## src/rtl/vend_arbiter.sv

```systemverilog
// Two-slot coin arbiter: per-slot coin FIFOs, round-robin pop into a 0..3 credit, vend handshake.
// Coin-to-credit latency 2 cycles; full FIFOs reject; optional watchdog via VEND_ARBITER_WATCHDOG_EN.
module vend_fifo #(
  parameter int DEPTH = 2
) (
  input  logic       clock,
  input  logic       reset,
  input  logic       push,
  input  logic [1:0] push_dat,
  input  logic       pop,
  output logic [1:0] pop_dat,
  output logic       empty,
  output logic       full
);
  localparam int AW = $clog2(DEPTH);

  logic [1:0]    mem_q [DEPTH];
  logic [1:0]    mem_d [DEPTH];
  logic [AW-1:0] rd_ptr_q, rd_ptr_d, wr_ptr_q, wr_ptr_d;
  logic [AW:0]   count_q, count_d;
  logic          wr_en, rd_en;

  always_comb begin
    empty    = (count_q == '0);
    full     = (count_q == (AW+1)'(DEPTH));
    rd_en    = pop && !empty;
    // A full FIFO still takes a write when the same cycle frees a slot.
    wr_en    = push && (!full || rd_en);
    pop_dat  = mem_q[rd_ptr_q];
    mem_d    = mem_q;
    rd_ptr_d = rd_ptr_q;
    wr_ptr_d = wr_ptr_q;
    if (wr_en) begin
      mem_d[wr_ptr_q] = push_dat;
      wr_ptr_d        = wr_ptr_q + AW'(1);
    end
    if (rd_en) rd_ptr_d = rd_ptr_q + AW'(1);
    count_d = count_q + (AW+1)'(wr_en) - (AW+1)'(rd_en);
  end

  always_ff @(posedge clock) begin
    if (reset) begin
      rd_ptr_q <= '0;
      wr_ptr_q <= '0;
      count_q  <= '0;
    end else begin
      rd_ptr_q <= rd_ptr_d;
      wr_ptr_q <= wr_ptr_d;
      count_q  <= count_d;
    end
  end

  always_ff @(posedge clock) mem_q <= mem_d;
endmodule

module vend_arbiter #(
  parameter int         FIFO_DEPTH = 2,
  parameter logic [7:0] WDOG_LIMIT = 8'd255
) (
  input  logic       clock,
  input  logic       reset,
  input  logic [1:0] coinA,
  input  logic [1:0] coinB,
  input  logic       vend_ack,
  output logic       vend_req,
  output logic [3:0] credit,
  output logic       rejectA,
  output logic       rejectB,
  output logic       busy
`ifdef VEND_ARBITER_WATCHDOG_EN
  , output logic     fault
`endif
);
  typedef enum logic [1:0] {
    ST_IDLE = 2'd0,
    ST_VEND = 2'd1
`ifdef VEND_ARBITER_WATCHDOG_EN
    , ST_FAULT = 2'd2
`endif
  } state_t;

  state_t     state_q, state_d;
  logic       ptr_b_q, ptr_b_d;
  logic [3:0] credit_q, credit_d;
  logic       vend_req_q, vend_req_d;
  logic       rej_a_q, rej_a_d, rej_b_q, rej_b_d;
  logic       a_empty, a_full, b_empty, b_full, pop_a, pop_b;
  logic [1:0] a_dat, b_dat;
  logic [3:0] coin_val, sum;
`ifdef VEND_ARBITER_WATCHDOG_EN
  logic [7:0] wdog_q, wdog_d;
  logic       fault_q, fault_d;
`else
  logic       unused_wdog;
  assign unused_wdog = ^WDOG_LIMIT;
`endif

  vend_fifo #(.DEPTH(FIFO_DEPTH)) u_fifo_a (
    .clock(clock), .reset(reset), .push(coinA != 2'b00), .push_dat(coinA),
    .pop(pop_a), .pop_dat(a_dat), .empty(a_empty), .full(a_full)
  );
  vend_fifo #(.DEPTH(FIFO_DEPTH)) u_fifo_b (
    .clock(clock), .reset(reset), .push(coinB != 2'b00), .push_dat(coinB),
    .pop(pop_b), .pop_dat(b_dat), .empty(b_empty), .full(b_full)
  );

  always_comb begin
    state_d  = state_q;
    ptr_b_d  = ptr_b_q;
    credit_d = credit_q;
    pop_a    = 1'b0;
    pop_b    = 1'b0;
    coin_val = 4'd0;
    sum      = 4'd0;
`ifdef VEND_ARBITER_WATCHDOG_EN
    wdog_d   = wdog_q;
`endif
    case (state_q)
      ST_IDLE: begin
        // ptr_b_q set means slot B has priority when both hold coins.
        if (!a_empty && (b_empty || !ptr_b_q)) pop_a = 1'b1;
        else if (!b_empty)                     pop_b = 1'b1;
        case (pop_b ? b_dat : a_dat)
          2'b01:   coin_val = 4'd1;
          2'b10:   coin_val = 4'd3;
          2'b11:   coin_val = 4'd5;
          default: coin_val = 4'd0;
        endcase
        sum = credit_q + coin_val;
        if (pop_a || pop_b) begin
          ptr_b_d = pop_a;
          if (sum < 4'd4) begin
            credit_d = sum;
          end else begin
            credit_d = (sum > 4'd7) ? 4'd3 : sum - 4'd4;
            state_d  = ST_VEND;
`ifdef VEND_ARBITER_WATCHDOG_EN
            wdog_d   = 8'd0;
`endif
          end
        end
      end
      ST_VEND: begin
        if (vend_ack) state_d = ST_IDLE;
`ifdef VEND_ARBITER_WATCHDOG_EN
        else begin
          wdog_d = wdog_q + 8'd1;
          if (wdog_d == WDOG_LIMIT) state_d = ST_FAULT;
        end
`endif
      end
      default: state_d = state_q;
    endcase
    rej_a_d    = (coinA != 2'b00) && a_full && !pop_a;
    rej_b_d    = (coinB != 2'b00) && b_full && !pop_b;
    vend_req_d = (state_d == ST_VEND);
`ifdef VEND_ARBITER_WATCHDOG_EN
    fault_d    = (state_d == ST_FAULT);
`endif
  end

  always_ff @(posedge clock) begin
    if (reset) begin
      state_q    <= ST_IDLE;
      ptr_b_q    <= 1'b0;
      credit_q   <= 4'd0;
      vend_req_q <= 1'b0;
      rej_a_q    <= 1'b0;
      rej_b_q    <= 1'b0;
`ifdef VEND_ARBITER_WATCHDOG_EN
      wdog_q     <= 8'd0;
      fault_q    <= 1'b0;
`endif
    end else begin
      state_q    <= state_d;
      ptr_b_q    <= ptr_b_d;
      credit_q   <= credit_d;
      vend_req_q <= vend_req_d;
      rej_a_q    <= rej_a_d;
      rej_b_q    <= rej_b_d;
`ifdef VEND_ARBITER_WATCHDOG_EN
      wdog_q     <= wdog_d;
      fault_q    <= fault_d;
`endif
    end
  end

  assign vend_req = vend_req_q;
  assign credit   = credit_q;
  assign rejectA  = rej_a_q;
  assign rejectB  = rej_b_q;
  assign busy     = (state_q != ST_IDLE) || !a_empty || !b_empty;
`ifdef VEND_ARBITER_WATCHDOG_EN
  assign fault    = fault_q;
`endif
endmodule

```

## config.mk

```make
export PLATFORM = sky130hd
export DESIGN_NAME = vend_arbiter
export DESIGN_NICKNAME = d
export VERILOG_FILES = /design/src/rtl/vend_arbiter.sv
export SDC_FILE = /design/constraint.sdc
export NUM_CORES = 1
export LEC_CHECK = 0
export CAP_MARGIN = 20
export CORE_ASPECT_RATIO = 1.25
export CORE_MARGIN = 5
export CORE_UTILIZATION = 30
export CTS_CLUSTER_DIAMETER = 40
export DETAILED_ROUTE_END_ITERATION = 16
export GPL_TIMING_DRIVEN = 1
export SETUP_SLACK_MARGIN = 0.3
export SLEW_MARGIN = 20
export SYNTH_ARGS = -nofsm -noshare
export SYNTH_HDL_FRONTEND = slang
export SYNTH_SLANG_ARGS = --single-unit
```

## constraint.sdc

```tcl
create_clock -name clock -period 3.3 [get_ports clock]
set_clock_uncertainty 0.1 [all_clocks]
set_input_delay 0.66 -clock clock [delete_from_list [all_inputs] [get_ports clock]]
set_output_delay 0.66 -clock clock [all_outputs]
set_load 0.01 [all_outputs]
```

==> impl_results.md, run 1 <==
- Synthesized area per cell: 10.41 um2
- Root buf cell: clkbuf_8
- Vias/cell: 4.700
- PortBufs: 14
- Area grow syn2layout: 19.37%
- Leakage: 0.5727 nW
- HP Class: reg -> reg
- Max Cap Viol: 0
- Final WS setup: 648.4 ps
- Mapped Area: 1311 um2
- Seq pwr share: 36.0%
- Post-cts sizing count: 0
- Total core area: 4324 um2
- Delay-heaviest family, CP: compound AO/OA/AOI/OAI gates
- Die W: 69.13 um
- CP startpoint kind: flip-flop
- Drt total wl: 2356 um
- Critical path class: reg -> reg
- DRT antenna net count: 0
- Fin. Hold Viols: 0
- H-Tree Depth: 1
- Final core utilization: 36.20%
- Reg2Reg Depth: 11
- Data arrival, critical path: 2730 ps
- Setup violations, final: 0
- Power Density: 881.3 nW/um2
- Hold_sp: state_q[1]
- Floorplan row count: 27
- TritonRoute pass-1 iters: 4
- Comb pwr share: 51.4%
- EDFF count, synth: 8
- CP max-delay cell: fa_1
- Total power: 1.379 mW
- Worst-Skew Late Latency: 260 ps
- Grt ovf: 0
- Sw Share: 38.29%
- Net Switching: 0.5282 mW
- Mapped Cells: 126
- Dominant synthesized flop cell: dfxtp_1
- Crit path cell chain: o21bai_1 -> o21ai_0 -> and3_1 -> a31oi_1 -> ha_1 -> inv_1 -> fa_1 -> nor3b_1 -> a211oi_1 -> o21ai_1 -> a211oi_1
- Max Clk Rate: 377.1 MHz
- Post-Place Cell Area: 1524 um2
- Top-area cell type share of the netlist area: 27.48%
- R2r endpoint: vend_req
- Final period utilization: 80.35%
- First-pass GRT wire length: 4091 um
- Largest net degree at the start of global routing: 17
- Critical Path RT: 3370 ps
- CP Buf/Inv Count: 1
- Status: completed
- Largest cells by area after synthesis: dfxtp_1, edfxtp_1, ha_1
- Synth area leader: dfxtp_1
- Antenna diodes: 0
- Final hold slack: 394.4 ps
- Slew headroom: 59.29%
- TritonCTS clock tree: yes
- Residual DRC: 0
- Vias in the first global route: 961
- Wirelength per Cell: 11.78 um
- Distinct cells, synth: 42
- Post-Synth Adder-Cell Area: 8.206%
- Initial DRC count: 29
- Async SR Flop Fraction: 0%
- Worst Setup SP: u_fifo_a.count_q[0]
- Period minus WS final: 2652 ps
- RSZ-0062 raised after global routing: no
- GRT Total Usage: 8.647%
- YS warnings: 0
- Post-Place Worst Slack: 633.3 ps
- Die Span Y: 83.92 um
- Longest Clk Path Bufs: 2
- Setup TNS: 0 ps
- Routability Congestion: 0.8167
- Multiplexer share of the synthesized area: 5.916%
- Sequential area share after synthesis: 45.80%
- WHS Path Cells: 1
- Synth Area in Simple Gates: 18.80%
- XOR/XNOR Fraction of Synth Area: 4.676%
- Slew @ Worst Pin: 608.7 ps
- Clk sinks: 26
- CP Max Fanout: 6
- Synth Area in Compound Gates: 13.17%
- Postcts setup bufs: 0
- Final Non-Filler Cells: 200
- Share of cells above drive strength 1: 10.56%
- Die Area: 5801 um2
- VDD IR max: 0.0004434 V
- Filler Cell Count: 470
- Clock Power Share: 12.6%
- Most common cell on crit path: a211oi_1
- DP Cell Count: 197
- Crit end category: flip-flop
- Worst Hold Path EP: vend_req
- Count of final max-slew check failures: 0
- Initial Utilization: 30.32%
- Total number of vias: 940
- Yosys reg bits: 26
- R2R Setup Slk: 650 ps
- CTS Hold Bufs: 0
- CTS clk-pin slew, worst paths: 80 ps
- Pint: 0.8513 mW
- DP Wirelength: 1887 um
- Reg-to-Reg Start: u_fifo_a.count_q[0]
- Net count, final: 159
- Syn Nets: 141
- Main combinational cell family by area after synthesis: simple AND/OR/NAND/NOR gates
- CTS Buf Count: 3
- Boundary Pins: 15
- Initial antenna violation count: 0
- Design Area, Final: 1565 um2
- CP max stage delay: 410 ps
## cells in the mapped netlist, types with 2 or more instances
cell type  count
nor3_1         3
nor3b_1        5
nor2_2         2
inv_1         10
o21ai_0        3
nand2_1        2
a211oi_1       4
nor2b_1        5
a21oi_1        4
nor2_1        14
ha_1           7
mux2i_1        4
o21bai_1       2
xnor2_1        5
o31ai_1        2
clkbuf_1       2
xor2_1         2
edfxtp_1       8
mux2_2         2
dfxtp_1       18
## cell families after synthesis
family / after synthesis
AO/OA/AOI/OAI: 24
XOR/XNOR: 7
adder cells (fa/ha/maj): 8
buffers and inverters: 12
flip-flops: 26
multiplexers: 7
AND/OR/NAND/NOR: 42
## worst register-to-register path, stage by stage, from the launching register on
cell	delay [ps]
dfxtp_1	370
o21bai_1	170
o21ai_0	180
and3_1	190
a31oi_1	160
ha_1	220
inv_1	60
fa_1	410
nor3b_1	160
a211oi_1	210
o21ai_1	120
a211oi_1	210
## layout make-up
cell class,instances,area [um2],area share (%)
Multi-Input combinational cell,88,665.6,42.53
Sequential cell,26,600.6,38.37
Timing Repair Buffer,15,147.6,9.432
Tap cell,58,72.57,4.636
Clock buffer,3,41.29,2.638
Inverter,10,37.54,2.398
## power by group through the flow
stage,Sequential [mW],Clock (mW),Combinational (mW)
after floorplan,0.497,0,0.545
after global placement,0.499,0,0.698
after detailed placement,0.504,0,0.721
after CTS,0.497,0.181,0.727
after global routing,0.508,0.198,0.819
final,0.497,0.173,0.709
## registers in the layout, indices dropped and copies added (netlist names), 2 cells and up
name	count
credit	4
state_q	2
u_fifo_a.count_q	2
u_fifo_a.mem_q	4
u_fifo_b.count_q	2
u_fifo_b.mem_q	4
## routing by layer
layer,vias to the layer above,wire length [um],GRT usage [%]
met2,16,1268,16.32
li1,486,-,-
met3,2,93,2.169
met4,0,25,4.263
met5,-,0,0
met1,436,969,8.603
## layout by cell type, fill, tap and decap left out, types with 5 or more instances in the layout
cell type / count
nor2_1: 14
clkdlybuf4s50_1: 14
nor3b_1: 5
nor2b_1: 5
inv_1: 10
xnor2_1: 5
dfxtp_1: 18
ha_1: 7
edfxtp_1: 8
## worst max path at each step
stage / endpoint / slack [ps] / depth (start not counted)
6_report: vend_req / 650 / 11
5_1_grt: vend_req / 360 / 11
4_1_cts: vend_req / 620 / 11
3_5_place_dp: vend_req / 630 / 11
3_3_place_gp: vend_req / 730 / 9
2_1_floorplan: vend_req / 870 / 9
Note: power is estimated with default switching activity, not from simulation.
==> inputs of run 2 (changes only) <==
==> constraint.sdc (replaced) <==
create_clock -name clock -period 2.65 [get_ports clock]
set_clock_uncertainty 0.1 [all_clocks]
set_input_delay 0.53 -clock clock [delete_from_list [all_inputs] [get_ports clock]]
set_output_delay 0.53 -clock clock [all_outputs]
set_load 0.01 [all_outputs]
==> impl_results.md, run 2 (synthesis results as in run 1) <==
- Die Span Y: 83.92 um
- CP startpoint kind: flip-flop
- Vias/cell: 4.600
- Final WS setup: 213.9 ps
- Wirelength per Cell: 13.12 um
- Initial DRC count: 40
- Net count, final: 168
- Antenna diodes: 0
- Setup TNS: 0 ps
- Longest Clk Path Bufs: 2
- Count of final max-slew check failures: 0
- Worst-Skew Late Latency: 270 ps
- Total number of vias: 966
- CTS clk-pin slew, worst paths: 90 ps
- Period minus WS final: 2436 ps
- Drt total wl: 2756 um
- Delay-heaviest family, CP: compound AO/OA/AOI/OAI gates
- RSZ-0062 raised after global routing: yes
- Status: completed
- Setup violations, final: 0
- Root buf cell: clkbuf_8
- Most common cell after layout, fill and taps aside: clkdlybuf4s50_1
- Share of cells above drive strength 1: 29.61%
- Power Density: 1168 nW/um2
- Filler Cell Count: 432
- CP max stage delay: 390 ps
- Reg-to-Reg Start: ptr_b_q
- Data arrival, critical path: 2520 ps
- Initial Utilization: 30.32%
- Initial antenna violation count: 0
- Final hold slack: 402.4 ps
- Worst Setup SP: ptr_b_q
- Post-Place Worst Slack: 29.76 ps
- Largest net degree at the start of global routing: 16
- Final period utilization: 91.93%
- Crit end category: flip-flop
- TritonRoute pass-1 iters: 4
- PortBufs: 14
- First-pass GRT wire length: 4422 um
- Final core utilization: 40.13%
- Most common cell on crit path: a211oi_2
- Crit path capture: vend_req
- Critical Path RT: 2730 ps
- Slew @ Worst Pin: 653.8 ps
- Floorplan row count: 27
- R2R Setup Slk: 210 ps
- CTS Hold Bufs: 0
- Max Clk Rate: 410.5 MHz
- WP depth: 9
- Residual DRC: 0
- Grt ovf: 0
- TritonCTS clock tree: yes
- Total core area: 4324 um2
- Area grow syn2layout: 32.35%
- Critical path class: reg -> reg
- Clk sinks: 26
- GRT Total Usage: 9.320%
- DP Wirelength: 1909 um
- CP Buf/Inv Count: 0
- CP Max Fanout: 4
- Max Cap Viol: 0
- Crit path cell chain: o21ba_4 -> nor2_1 -> or3b_4 -> o31a_1 -> fa_2 -> nor3b_1 -> a211oi_2 -> o21ai_2 -> a211oi_2
- CTS Buf Count: 3
- VDD IR max: 0.0005446 V
- Fin. Hold Viols: 0
- Routability Congestion: 0.7461
- HP Class: reg -> reg
- Die W: 69.13 um
- CP max-delay cell: or3b_4
- Design Area, Final: 1735 um2
- Reg2Reg Depth: 9
- DRT antenna net count: 0
- Post-Place Cell Area: 1530 um2
- Leakage: 0.6398 nW
- Die Area: 5801 um2
- Vias in the first global route: 1006
- Most frequent cells in the layout: clkdlybuf4s50_1, nor2_1, dfxtp_1
- R2r endpoint: vend_req
- H-Tree Depth: 1
- Boundary Pins: 15
- Slew headroom: 56.28%
## run 2: stage by stage
step | power, mW | std cells
after floorplan | 1.305 | 126
after global placement | 1.498 | 197
final | 2.026 | 210
after CTS | 1.913 | 207
after detailed placement | 1.534 | 197
after global routing | 2.200 | 210
## run 2: how the worst min path moves through the flow
stage               startpoint        end  slack [ps]  depth (start not counted)
finish               credit[2]  credit[2]         400                          1
global route        state_q[1]   vend_req         420                          1
CTS                 state_q[1]   vend_req         390                          1
detailed placement  state_q[1]   vend_req         380                          1
global placement    state_q[1]   vend_req         370                          1
floorplan           state_q[1]   vend_req         350                          1
## run 2: what timing repair did
item | 4_1_cts | 5_1_grt
endpoints found under the setup margin | 5 | 5
pin swaps | 9 | 12
setup buffers | 6 | 3
endpoints found under the hold margin | 0 | 0
resized for setup | 12 | 11
## run 2: layout make-up
class	instances	area (um2)	area share, %
inverter	10	37.54	2.163
multi-input combinational	88	740.7	42.68
tap	58	72.57	4.182
timing repair buffer	24	215.2	12.40
sequential	26	614.3	35.40
clock buffer	4	55.05	3.172
## run 2: power by group
| part | internal [mW] | switching (mW) |
|---|---|---|
| registers | 0.537 | 0.110 |
| clock network | 0.133 | 0.119 |
| logic | 0.593 | 0.534 |
## run 2: worst reg2reg max path, delay by kind of cell, from the launching register on
family / cells / cell delay, ps
flops: 1 / 340
compound gates: 5 / 900
simple gates: 3 / 630
fa+ha+maj: 1 / 390
## run 2: routing by layer
metal / part of all wire, % / track usage (%)
met2: 53 / 16.32
met4: 1.6 / 4.440
met3: 2.4 / 1.687
met1: 43 / 10.81
met5: 0 / 0
